<file path="src/rtl/adj_pkg.sv">
// Shared types for the parameter-adjust controller: FSM states, timer width, step direction.
package adj_pkg;

  localparam int unsigned TIMER_W = 24;

  typedef enum logic [2:0] {
    ST_INIT,
    ST_IDLE,
    ST_HOLD,
    ST_REPEAT,
    ST_WAIT_REL
  } state_t;

  typedef enum logic {
    DIR_UP,
    DIR_DOWN
  } dir_t;

endpackage

</file>
<file path="src/rtl/adj_step_alu.sv">
// Shared step datapath: applies one up/down step to a value, bounded by max.
// ADJ_SATURATE_EN selects saturation instead of wrap-around at the bounds.
module adj_step_alu
  import adj_pkg::*;
#(
  parameter int unsigned VAL_W  = 11,
  parameter int unsigned STEP_W = 10
) (
  input  logic [VAL_W-1:0]  value,
  input  logic [STEP_W-1:0] step,
  input  logic [VAL_W-1:0]  max_val,
  input  dir_t              dir,
  output logic [VAL_W-1:0]  result_c
);

  localparam int unsigned EXT_W = ((VAL_W > STEP_W) ? VAL_W : STEP_W) + 1;

  logic [EXT_W-1:0] value_x;
  logic [EXT_W-1:0] step_x;
  logic [EXT_W-1:0] max_x;
  logic [EXT_W-1:0] sum_x;
  logic [VAL_W-1:0] up_over;
  logic [VAL_W-1:0] down_under;

  assign value_x = EXT_W'(value);
  assign step_x  = EXT_W'(step);
  assign max_x   = EXT_W'(max_val);
  assign sum_x   = value_x + step_x;

`ifdef ADJ_SATURATE_EN
  assign up_over    = max_val;
  assign down_under = '0;
`else
  assign up_over    = '0;
  assign down_under = max_val;
`endif

  always_comb begin
    result_c = value;
    if (dir == DIR_UP) begin
      result_c = (sum_x > max_x) ? up_over : VAL_W'(sum_x);
    end else begin
      result_c = (value_x < step_x) ? down_under : VAL_W'(value_x - step_x);
    end
  end

endmodule

</file>
<file path="src/rtl/param_adjust_ctrl.sv">
// Button-driven parameter tuner: selection, hold-to-repeat stepping and value registers.
// Optional macro ADJ_SATURATE_EN (in adj_step_alu) saturates instead of wrapping.
module param_adjust_ctrl
  import adj_pkg::*;
#(
  parameter int unsigned         NUM_PARAMS    = 4,
  parameter int unsigned         VAL_W         = 11,
  parameter int unsigned         STEP_W        = 10,
  parameter logic [TIMER_W-1:0]  HOLD_DELAY    = 24'd6_500_000,
  parameter logic [TIMER_W-1:0]  REPEAT_PERIOD = 24'd1_625_000
) (
  input  logic                           clk,
  input  logic                           reset_n,
  input  logic                           btn_up,
  input  logic                           btn_down,
  input  logic                           btn_next,
  input  logic [NUM_PARAMS*VAL_W-1:0]    init_vals,
  input  logic [NUM_PARAMS*VAL_W-1:0]    max_vals,
  input  logic [NUM_PARAMS*STEP_W-1:0]   steps,
  input  logic                           load_init,
  output logic [NUM_PARAMS*VAL_W-1:0]    values,
  output logic [$clog2(NUM_PARAMS)-1:0]  sel,
  output logic                           step_pulse
);

  localparam int unsigned SEL_W = $clog2(NUM_PARAMS);
  localparam logic [TIMER_W-1:0] HOLD_LAST   = HOLD_DELAY - TIMER_W'(1);
  localparam logic [TIMER_W-1:0] REPEAT_LAST = REPEAT_PERIOD - TIMER_W'(1);

  state_t               state_q, state_d;
  logic [TIMER_W-1:0]   timer_q, timer_d;
  logic [SEL_W-1:0]     sel_q, sel_d;
  dir_t                 dir_q, dir_d;
  logic                 next_q;
  logic                 pulse_d;
  logic [VAL_W-1:0]     val_q [NUM_PARAMS];
  logic [VAL_W-1:0]     val_d [NUM_PARAMS];
  logic [VAL_W-1:0]     init_a [NUM_PARAMS];
  logic [VAL_W-1:0]     max_a [NUM_PARAMS];
  logic [STEP_W-1:0]    step_a [NUM_PARAMS];
  logic [VAL_W-1:0]     alu_result_c;
  logic                 step_en_c;
  logic                 next_rise_c;
  dir_t                 cur_dir_c;

  for (genvar g = 0; g < NUM_PARAMS; g++) begin : g_unpack
    assign init_a[g] = init_vals[g*VAL_W +: VAL_W];
    assign max_a[g]  = max_vals[g*VAL_W +: VAL_W];
    assign step_a[g] = steps[g*STEP_W +: STEP_W];
    assign values[g*VAL_W +: VAL_W] = val_q[g];
  end

  assign sel         = sel_q;
  assign next_rise_c = btn_next & ~next_q;
  assign cur_dir_c   = btn_up ? DIR_UP : DIR_DOWN;

  adj_step_alu #(
    .VAL_W  (VAL_W),
    .STEP_W (STEP_W)
  ) u_alu (
    .value    (val_q[sel_q]),
    .step     (step_a[sel_q]),
    .max_val  (max_a[sel_q]),
    .dir      (cur_dir_c),
    .result_c (alu_result_c)
  );

  // Next-state, timer, selection and value update
  always_comb begin
    state_d   = state_q;
    timer_d   = timer_q;
    sel_d     = sel_q;
    dir_d     = dir_q;
    val_d     = val_q;
    pulse_d   = 1'b0;
    step_en_c = 1'b0;

    case (state_q)
      ST_INIT: begin
        val_d   = init_a;
        state_d = ST_IDLE;
      end
      ST_IDLE: begin
        if (next_rise_c) begin
          sel_d = (sel_q == SEL_W'(NUM_PARAMS - 1)) ? '0 : sel_q + SEL_W'(1);
        end
        if (btn_up && btn_down) begin
          state_d = ST_WAIT_REL;
        end else if (btn_up || btn_down) begin
          step_en_c = 1'b1;
          timer_d   = '0;
          dir_d     = cur_dir_c;
          state_d   = ST_HOLD;
        end
      end
      ST_HOLD, ST_REPEAT: begin
        // Release and conflict checks win over a timer expiry
        if (!btn_up && !btn_down) begin
          state_d = ST_IDLE;
          timer_d = '0;
        end else if ((btn_up && btn_down) || (cur_dir_c != dir_q)) begin
          state_d = ST_WAIT_REL;
        end else if (timer_q == ((state_q == ST_HOLD) ? HOLD_LAST : REPEAT_LAST)) begin
          step_en_c = 1'b1;
          timer_d   = '0;
          state_d   = ST_REPEAT;
        end else begin
          timer_d = timer_q + TIMER_W'(1);
        end
      end
      ST_WAIT_REL: begin
        if (!btn_up && !btn_down) begin
          state_d = ST_IDLE;
        end
      end
      default: state_d = ST_IDLE;
    endcase

    if (step_en_c) begin
      val_d[sel_q] = alu_result_c;
      pulse_d      = 1'b1;
    end

    // Reload overrides any step taken in the same cycle
    if (load_init) begin
      val_d   = init_a;
      pulse_d = 1'b0;
      timer_d = '0;
      state_d = (btn_up || btn_down || btn_next) ? ST_WAIT_REL : ST_IDLE;
    end
  end

  always_ff @(posedge clk or negedge reset_n) begin
    if (!reset_n) begin
      state_q    <= ST_INIT;
      timer_q    <= '0;
      sel_q      <= '0;
      dir_q      <= DIR_UP;
      next_q     <= 1'b0;
      step_pulse <= 1'b0;
      for (int i = 0; i < NUM_PARAMS; i++) begin
        val_q[i] <= '0;
      end
    end else begin
      state_q    <= state_d;
      timer_q    <= timer_d;
      sel_q      <= sel_d;
      dir_q      <= dir_d;
      next_q     <= btn_next;
      step_pulse <= pulse_d;
      val_q      <= val_d;
    end
  end

endmodule

</file>
<file path="config.mk">
export PLATFORM = sky130hd
export DESIGN_NAME = param_adjust_ctrl
export DESIGN_NICKNAME = d
export VERILOG_FILES = /design/src/rtl/adj_pkg.sv /design/src/rtl/adj_step_alu.sv /design/src/rtl/param_adjust_ctrl.sv
export SDC_FILE = /design/constraint.sdc
export NUM_CORES = 1
export LEC_CHECK = 0
export ABC_AREA = 1
export CORE_MARGIN = 3
export CORE_UTILIZATION = 40
export CTS_BUF_LIST = sky130_fd_sc_hd__clkbuf_8 sky130_fd_sc_hd__clkbuf_16
export DETAILED_ROUTE_END_ITERATION = 6
export GPL_ROUTABILITY_DRIVEN = 0
export PLACE_DENSITY = 0.69
export SLEW_MARGIN = 30
export SYNTH_ARGS = -nofsm -noshare
export SYNTH_HDL_FRONTEND = slang
export SYNTH_SLANG_ARGS = --single-unit
</file>
<file path="constraint.sdc">
create_clock -name clk -period 4.3 [get_ports clk]
set_clock_uncertainty 0.05 [all_clocks]
set_input_delay 0.86 -clock clk [delete_from_list [all_inputs] [get_ports clk]]
set_output_delay 0.86 -clock clk [all_outputs]
set_load 0.02 [all_outputs]
</file>
## After elaboration in Yosys (flattened, before gate mapping)

Cells that the tools add are included.
Widths: inputs -> output; s select.

| operators by class | value |
|---|---|
| magnitude comparators | 4 |
| bitwise logic cells | 4 |
| equality and inequality tests | 13 |
| multiplexer cells | 45 |
| $add $sub $neg | 4 |
| reductions and logical operators | 15 |

Operators with widths:

| cell | number |
|---|---|
| $mux 24 | 6 |
| $mux 44 | 3 |
| $mux 11 | 8 |
| $pmux 24 s2 | 1 |
| $bmux 11 s2 | 2 |
| $bwmux 44 | 1 |
| $add 24x1->24 const B | 1 |
| $eq 24x23->1 | 1 |
| $mux 3 | 8 |
| $mux 23 | 1 |
| $demux 11 s2 | 1 |
| $bmux 10 s2 | 1 |
| $mux 10 | 2 |
| $add 11x10->12 | 1 |
| $gt 12x11->1 | 1 |
| $lt 11x10->1 | 1 |
| $sub 11x10->11 | 1 |
| $ne 3x3->1 const B | 3 |
| $pmux 3 s3 | 1 |
| $mux 1 | 8 |
| $ne 4x4->1 const B | 2 |
| $eq 3x2->1 const B | 2 |
| $reduce_and 3->1 | 2 |
| $ne 5x5->1 const B | 1 |
| other kinds (20) | 26 |

| word-level totals | value |
|---|---|
| logic and storage cells | 95 |
| output and inout bits | 47 |
| bits in registers | 76 |

## Depth between registers and ports, before layout

Gate-level depths: netlist of the first run.

| logic depth | value |
|---|---|
| word-level depth | 11 |
| gate-level depth with buffers | 32 |

## By module

Synthesis of the first run repeated with hierarchy kept, for this count alone.

| second synthesis, totals | value |
|---|---|
| cell total of the unflattened synthesis | 1353 |
| area total of the unflattened synthesis | 7910.1 µm² |

Modules (own cells, without submodules):

| module | sequential area each (µm²) | area an instance (µm²) | cells an instance | times used |
|---|---|---|---|---|
| param_adjust_ctrl | 1901.8 | 6262.3 | 1064 | 1 |
| adj_step_alu | 0.0 | 1647.8 | 289 | 1 |

## Least setup slack after synthesis of the first run

OpenSTA, ideal clock, no wires.

| timing | value |
|---|---|
| path type | reg-to-reg |
| start point | register sel_q[0] (netlist: sel[0]) |
| end point | register val_q, in the netlist values[15] |
| library setup time | 0.066 ns |
| data required time | 4.184 ns |
| stages on the path, launching flop included | 30 |
| arrival time | 4.161 ns |
| slack | 0.023 ns |
| path through | dfrtp_1 buf_4 inv_2 buf_4 buf_2 buf_1 nand2_1 a32oi_1 inv_1 ha_1 nor2_1 nand2_1 nand2_1 nand2_1 nand2_1 xor2_1 ha_1 a21o_1 nor2_1 nand2_1 nand2_1 nand2_1 nand2_1 nand2_1 nand2_1 buf_2 nand4_1 nand3_1 nand2_1 nand2_1 |

RTL lines:

| what | RTL line | RTL |
|---|---|---|
| start: declaration | param_adjust_ctrl.sv:32 | `logic [SEL_W-1:0] sel_q, sel_d;` |
| start signal: assignment | param_adjust_ctrl.sv:147 | `sel_q <= sel_d;` |
| end signal: assignment | param_adjust_ctrl.sv:151 | `val_q <= val_d;` |
| end: declaration | param_adjust_ctrl.sv:36 | `logic [VAL_W-1:0] val_q [NUM_PARAMS];` |

==> results of run 1 <==
-- cell usage in the layout, fill, tap and decap left out, drive strengths merged, types with 38 or more instances in the layout --
master / Yosys / routed
buf: 41 / 71
o21ai: 50 / 50
nand3: 86 / 86
mux2i: 42 / 42
inv: 87 / 86
nand2: 319 / 319
dfrtp: 76 / 76
a21oi: 103 / 103
ha: 38 / 38
clkdlybuf4s50: 0 / 178
nor2: 61 / 61
-- power groups by stage --
stage | Sequential, mW | Clock (mW) | Combinational, mW
2_1_floorplan | 1.05 | 0 | 4.63
3_3_place_gp | 0.963 | 0 | 7.59
3_5_place_dp | 0.965 | 0 | 7.65
4_1_cts | 0.954 | 0.844 | 7.76
5_1_grt | 0.971 | 0.873 | 9.02
6_report | 0.957 | 0.834 | 8.35
-- repair_timing --
action,CTS,global route
setup buffers,0,3
setup endpoints to repair,36,44
gates cloned,0,0
hold buffers,0,0
gates resized for setup,2,23
pin swaps,0,7
-- kinds of logic after synthesis --
kind of cell / synth area share, %
adder cells (fa/ha/maj): 6.90
multiplexers: 5.63
AND/OR/NAND/NOR: 33.2
buffers and inverters: 9.23
AO/OA/AOI/OAI: 17.5
XOR/XNOR: 2.11
flip-flops: 25.5
-- state kept, by name (all words and copies together) (netlist names) --
register and count:
values 44, timer_q 24, state_q 3, sel 2
dir_q 1, next_q 1, step_pulse 1
-- layout make-up --
type                    instances  area share [%]
multi-input cells             819            49.1
repair buffers                249            23.1
flip-flops and latches         76            18.5
inverters                      88            3.23
well taps                     229            2.79
clock buffers                  10            2.33
clock inverters                 6           0.853
diodes                          1          0.0244
-- stage by stage --
step / setup WS, ns / util (%) / area (sq um)
floorplan: 0.0230 / - / 7470
global placement: -0.366 / 53.7 / 9740
detailed placement: -0.393 / 53.7 / 9750
CTS: 0.0298 / 55.6 / 10100
global route: 0.0162 / 56.5 / 10300
finish: 0.219 / 56.6 / 10300
-- routing by layer --
layer  routed length (um)  global-route usage [%]
met1                11300                    34.0
met2                12100                    39.8
met3                 2300                    4.89
met4                  556                    7.55
met5                    0                       0
-- worst paths after layout --
kind	start	endpoint	slack, ns	cells after the start
max	steps[14]	values[18]	0.22	25
min	reset_n	values[22]	0.48	1
max reg2reg	sel[1]	values[18]	0.40	26
min reg2reg	timer_q[1]	timer_q[1]	0.51	2
max in group asynchronous	reset_n	sel[0]	3.18	1
min in group clk	timer_q[1]	timer_q[1]	0.51	2
-- critical path, cell delays in order --
cell and delay [ns]:
clkdlybuf4s50_1 0.45, nand2_1 0.06, a32oi_2 0.22, inv_1 0.07, ha_2 0.39, nor2_1 0.06
buf_4 0.15, a21oi_2 0.18, nand2_1 0.12, xor2_2 0.21, ha_1 0.29, nand2_1 0.13
nor2_1 0.06, nor2_1 0.08, nand2_1 0.07, nand2_1 0.05, nand2_1 0.05, nand2_1 0.05
nand2_1 0.05, nand2_2 0.14, buf_4 0.16, nand4_2 0.16, nand3_1 0.13, nand2_1 0.06
nand2_1 0.05
==> flow_metrics.env, run 1 <==
export IMPL_status="finished clean"
export IMPL_ys_ff_latch=76
export IMPL_leakagePower_nw=4.78
export IMPL_slew_headroom_pct=36.3
export IMPL_rows=49
export IMPL_place_port_buffers=180
export IMPL_drt_first_iter_violations=717
export IMPL_yosys_most_used_dff="dfrtp_1"
export IMPL_nets=1417
export IMPL_combPwrFrac_pct=82.3
export IMPL_drt_first_pass_iters=6
export IMPL_synth_top_cells_by_count="305 x nand2_1, 76 x dfrtp_1, 73 x inv_1"
export IMPL_cts_num_sinks=76
export IMPL_internal_power_mw=4.79
export IMPL_cts_tree="done"
export IMPL_clk_pin_slew_ns=0.06
export IMPL_switching_power_mw=5.35
export IMPL_drc=0
export IMPL_power_mw=10.1
export IMPL_grt_total_usage_pct=24.8
export IMPL_htreeDepth=3
export IMPL_swShare_pct=52.7
export IMPL_wl_per_cell_um=17.8
export IMPL_fin_crit_ns=4.08
export IMPL_clkPwrFrac_pct=8.2
export IMPL_grt_max_degree=93
export IMPL_gr_total_overflow=0
export IMPL_clock_path_buffers=2
export IMPL_setup_viol=0
export IMPL_antenna_found_initial=0
export IMPL_start_util_pct=41.2
export IMPL_synth_distinct_cells=44
export IMPL_fin_cells=1478
export IMPL_fmax_ghz=0.245
export IMPL_yosysTopAreaCell="dfrtp_1"
export IMPL_rsz0062_at_grt="no"
export IMPL_endpoint_kind="register"
export IMPL_avgSynthCellArea_sq_um=7.19
export IMPL_yosysWarnings=0
export IMPL_layout_drive_gt1_share_pct=18.3
export IMPL_ir_worst_vdd_mv=0.482
export IMPL_die_y_um=143
export IMPL_area_growth_pct=37.4
export IMPL_viasPerCell=5.54
export IMPL_dieWidth_um=143
export IMPL_maxCapViolCount=0
export IMPL_hold_ws_ns=0.484
export IMPL_multi_input_area_sq_um=5040
export IMPL_dr_total_vias=8182
export IMPL_syn_inst=1039
export IMPL_synth_edf_count=0
export IMPL_cp_arrival_ns=4.31
export IMPL_maxSlewViolCount=0
export IMPL_drtAntennaViolNets=0
export IMPL_grt_pass1_vias=7627
export IMPL_routed_wl_mm=26.2
export IMPL_cts_buffers=9
export IMPL_synth_top_area_share_pct=25.5
export IMPL_num_io_pins=181
export IMPL_netlist_area_sq_um=7470
export IMPL_regArea_sq_um=1900
export IMPL_crit_required_ns=4.53
export IMPL_grt_pass1_wl_mm=40.1
export IMPL_cp_start_kind="input pin"
export IMPL_cp_max_fo=6
export IMPL_power_density_nw_per_um2=988
export IMPL_seq_area_frac_synth_pct=25.5
export IMPL_worst_slew_pin_slew_ns=0.952
export IMPL_synthArstFlopShare_pct=100
export IMPL_worst_skew_pair_late_latency_ns=0.35
export IMPL_clockRootBuffer="clkbuf_16"
export IMPL_worstHoldPathType="input pin to async pin"
export IMPL_synth_area_leaders="dfrtp_1 25%, nand2_1 15%, ha_1 6.4%, mux2i_1 5.6%, a21oi_2 4.8%"
export IMPL_core_area_sq_um=18100
export IMPL_fillerInstances=1694
export IMPL_synth_most_common_cell="nand2_1"
export IMPL_tns_ns=0
export IMPL_critPathKind="input pin to register"
export IMPL_dp_cells=1458
export IMPL_seqPwrFrac_pct=9.4
export IMPL_place_hpwl_mm=20.1
export IMPL_hold_viol=0
export IMPL_syn_num_nets=1213
export IMPL_fin_crit_sh_pct=94.9
export IMPL_dieArea_sq_um=20400
Note: power is estimated with default switching activity, not from simulation.
==> inputs of run 2 (changes only) <==
Settings changed: CORE_MARGIN 3 to 8, GPL_TIMING_DRIVEN set to 1.
==> run 2 against run 1 <==
First-iteration DRC count up 14%. Count of clock-buffer cells in the layout unchanged. Core utilization decreased by 0.56 points. Die area grew 15%. Sequential power shrank 0.5%. Critical path type unchanged. Combinational power increased by 3.7%. Routed wire length grew 2.4%. Final area grew 1.0%. Sequential cell count is the same. Global-route usage is 3.0 points lower. Via count decreased by 1.3%.
==> flow_metrics.env, run 2 (same netlist as run 1, synthesis figures left out) <==
export IMPL_ir_worst_vdd_mv=0.674
export IMPL_cp_common_cell="nand2_1"
export IMPL_routed_wl_mm=26.9
export IMPL_cp_arrival_ns=4.34
export IMPL_critPathKind="input pin to register"
export IMPL_num_io_pins=181
export IMPL_grt_max_degree=93
export IMPL_worstHoldPathType="input pin to async pin"
export IMPL_hold_viol=0
export IMPL_dr_total_vias=8076
export IMPL_cts_tree="done"
export IMPL_cp_start_kind="input pin"
export IMPL_fin_crit_sh_pct=95.7
export IMPL_fin_cells=1484
export IMPL_clock_path_buffers=2
export IMPL_clockRootBuffer="clkbuf_16"
export IMPL_grt_pass1_wl_mm=41.1
export IMPL_fillerInstances=1720
export IMPL_place_port_buffers=180
export IMPL_final_cell_mix="301 x nand2_1, 174 x clkdlybuf4s50_1, 75 x dfrtp_1"
export IMPL_slew_headroom_pct=36.6
export IMPL_fmax_ghz=0.243
export IMPL_critical_path_cell_chain="clkdlybuf4s50_1 > o21ai_0 > o22ai_1 > ha_1 > fa_1 > buf_4 > nand3_1 > nand2_1 > xor2_2 > ha_1 > nand2_2 > nor4_2 > nand4_1 > nand2_2 > buf_12 > buf_12 > nand4_4 > nand3_1 > nand2_1 > nand2_1"
export IMPL_area_growth_pct=38.8
export IMPL_place_hpwl_mm=20.3
export IMPL_dieWidth_um=153
export IMPL_layout_commonest_cell="nand2_1"
export IMPL_maxCapViolCount=0
export IMPL_power_mw=10.5
export IMPL_viasPerCell=5.44
export IMPL_crit_path_top_delay_cell="clkdlybuf4s50_1"
export IMPL_worst_skew_pair_late_latency_ns=0.34
export IMPL_postLayoutCoreUtil_pct=56.0
export IMPL_worst_slew_pin_slew_ns=0.947
export IMPL_layout_drive_gt1_share_pct=18.7
export IMPL_dieArea_sq_um=23300
export IMPL_start_util_pct=40.4
export IMPL_nets=1419
export IMPL_endpoint_kind="register"
export IMPL_gr_total_overflow=0
export IMPL_grt_total_usage_pct=21.8
export IMPL_slowest_delay_ns=0.40
export IMPL_cts_num_sinks=76
export IMPL_clk_pin_slew_ns=0.06
export IMPL_maxSlewViolCount=0
export IMPL_setup_viol=0
export IMPL_drt_first_pass_iters=5
export IMPL_cp_max_fo=8
export IMPL_drc=0
export IMPL_die_y_um=153
export IMPL_largest_reg_flops=44
export IMPL_hold_buffers=0
export IMPL_core_area_sq_um=18500
export IMPL_drtAntennaViolNets=0
export IMPL_rows=50
export IMPL_wl_per_cell_um=18.1
export IMPL_antenna_found_initial=0
export IMPL_drt_first_iter_violations=820
export IMPL_dp_cells=1464
export IMPL_leakagePower_nw=4.84
export IMPL_crit_required_ns=4.52
export IMPL_status="finished clean"
export IMPL_power_density_nw_per_um2=1010
export IMPL_cts_buffers=9
export IMPL_hold_ws_ns=0.496
export IMPL_diodes=0
export IMPL_grt_pass1_vias=7550
export IMPL_htreeDepth=3
export IMPL_fin_crit_ns=4.12
[run 2: routing by layer]
metal / wire length, um / global-route usage, % / vias to the layer above / part of all wire (%)
met5: 0 / 0 / - / 0
li1: - / - / 3911 / -
met3: 2110 / 4.23 / 51 / 7.9
met4: 650 / 6.22 / 0 / 2.4
met1: 12000 / 29.4 / 3747 / 45
met2: 12100 / 34.8 / 367 / 45
[run 2: worst max-delay path: cells and delay by family]
| family | cells | cell delay [ns] |
|---|---|---|
| AND/OR/NAND/NOR | 10 | 1.24 |
| adder cells (fa/ha/maj) | 3 | 0.93 |
| buffers and inverters | 4 | 0.80 |
| AO/OA/AOI/OAI | 2 | 0.29 |
| XOR/XNOR | 1 | 0.20 |
[run 2: final cells by class]
class	count	area, sq um	share of cell area (%)
flip-flops and latches	76	1900	18.4
multi-input cells	819	5080	49.0
clock inverters	6	111	1.07
inverters	88	332	3.20
repair buffers	251	2410	23.2
well taps	234	293	2.82
clock buffers	10	239	2.30
[run 2: through the flow]
stage	setup TNS [ns]	cell area, sq um	setup WS [ns]
2_1_floorplan	0	7470	0.0230
3_3_place_gp	-9.79	9770	-0.294
3_5_place_dp	-9.96	9780	-0.295
4_1_cts	0	10100	0.0386
5_1_grt	-0.0200	10400	-0.0200
6_report	0	10400	0.183
[run 2: worst paths after layout]
| check | from | to | slack (ns) | cells past startpoint |
|---|---|---|---|---|
| max in group asynchronous | reset_n | sel[0] | 3.17 | 1 |
| worst min register to register | timer_q[1] | timer_q[1] | 0.50 | 2 |
| min in group clk | timer_q[1] | timer_q[1] | 0.50 | 2 |
| worst min-delay path | reset_n | timer_q[15] | 0.50 | 1 |
| worst max-delay path | steps[20] | values[13] | 0.18 | 20 |
| worst max register to register | sel[0] | values[13] | 0.31 | 21 |
[run 2: where the power goes]
| group | internal [mW] | switching [mW] |
|---|---|---|
| sequential | 0.829 | 0.123 |
| combinational | 3.68 | 4.98 |
| clock | 0.583 | 0.309 |
[run 2: timing repair]
item / in CTS / in global routing
hold endpoints to repair: 0 / 0
setup endpoints to repair: 0 / 44
gates resized for setup: 0 / 36
setup buffers: 0 / 4
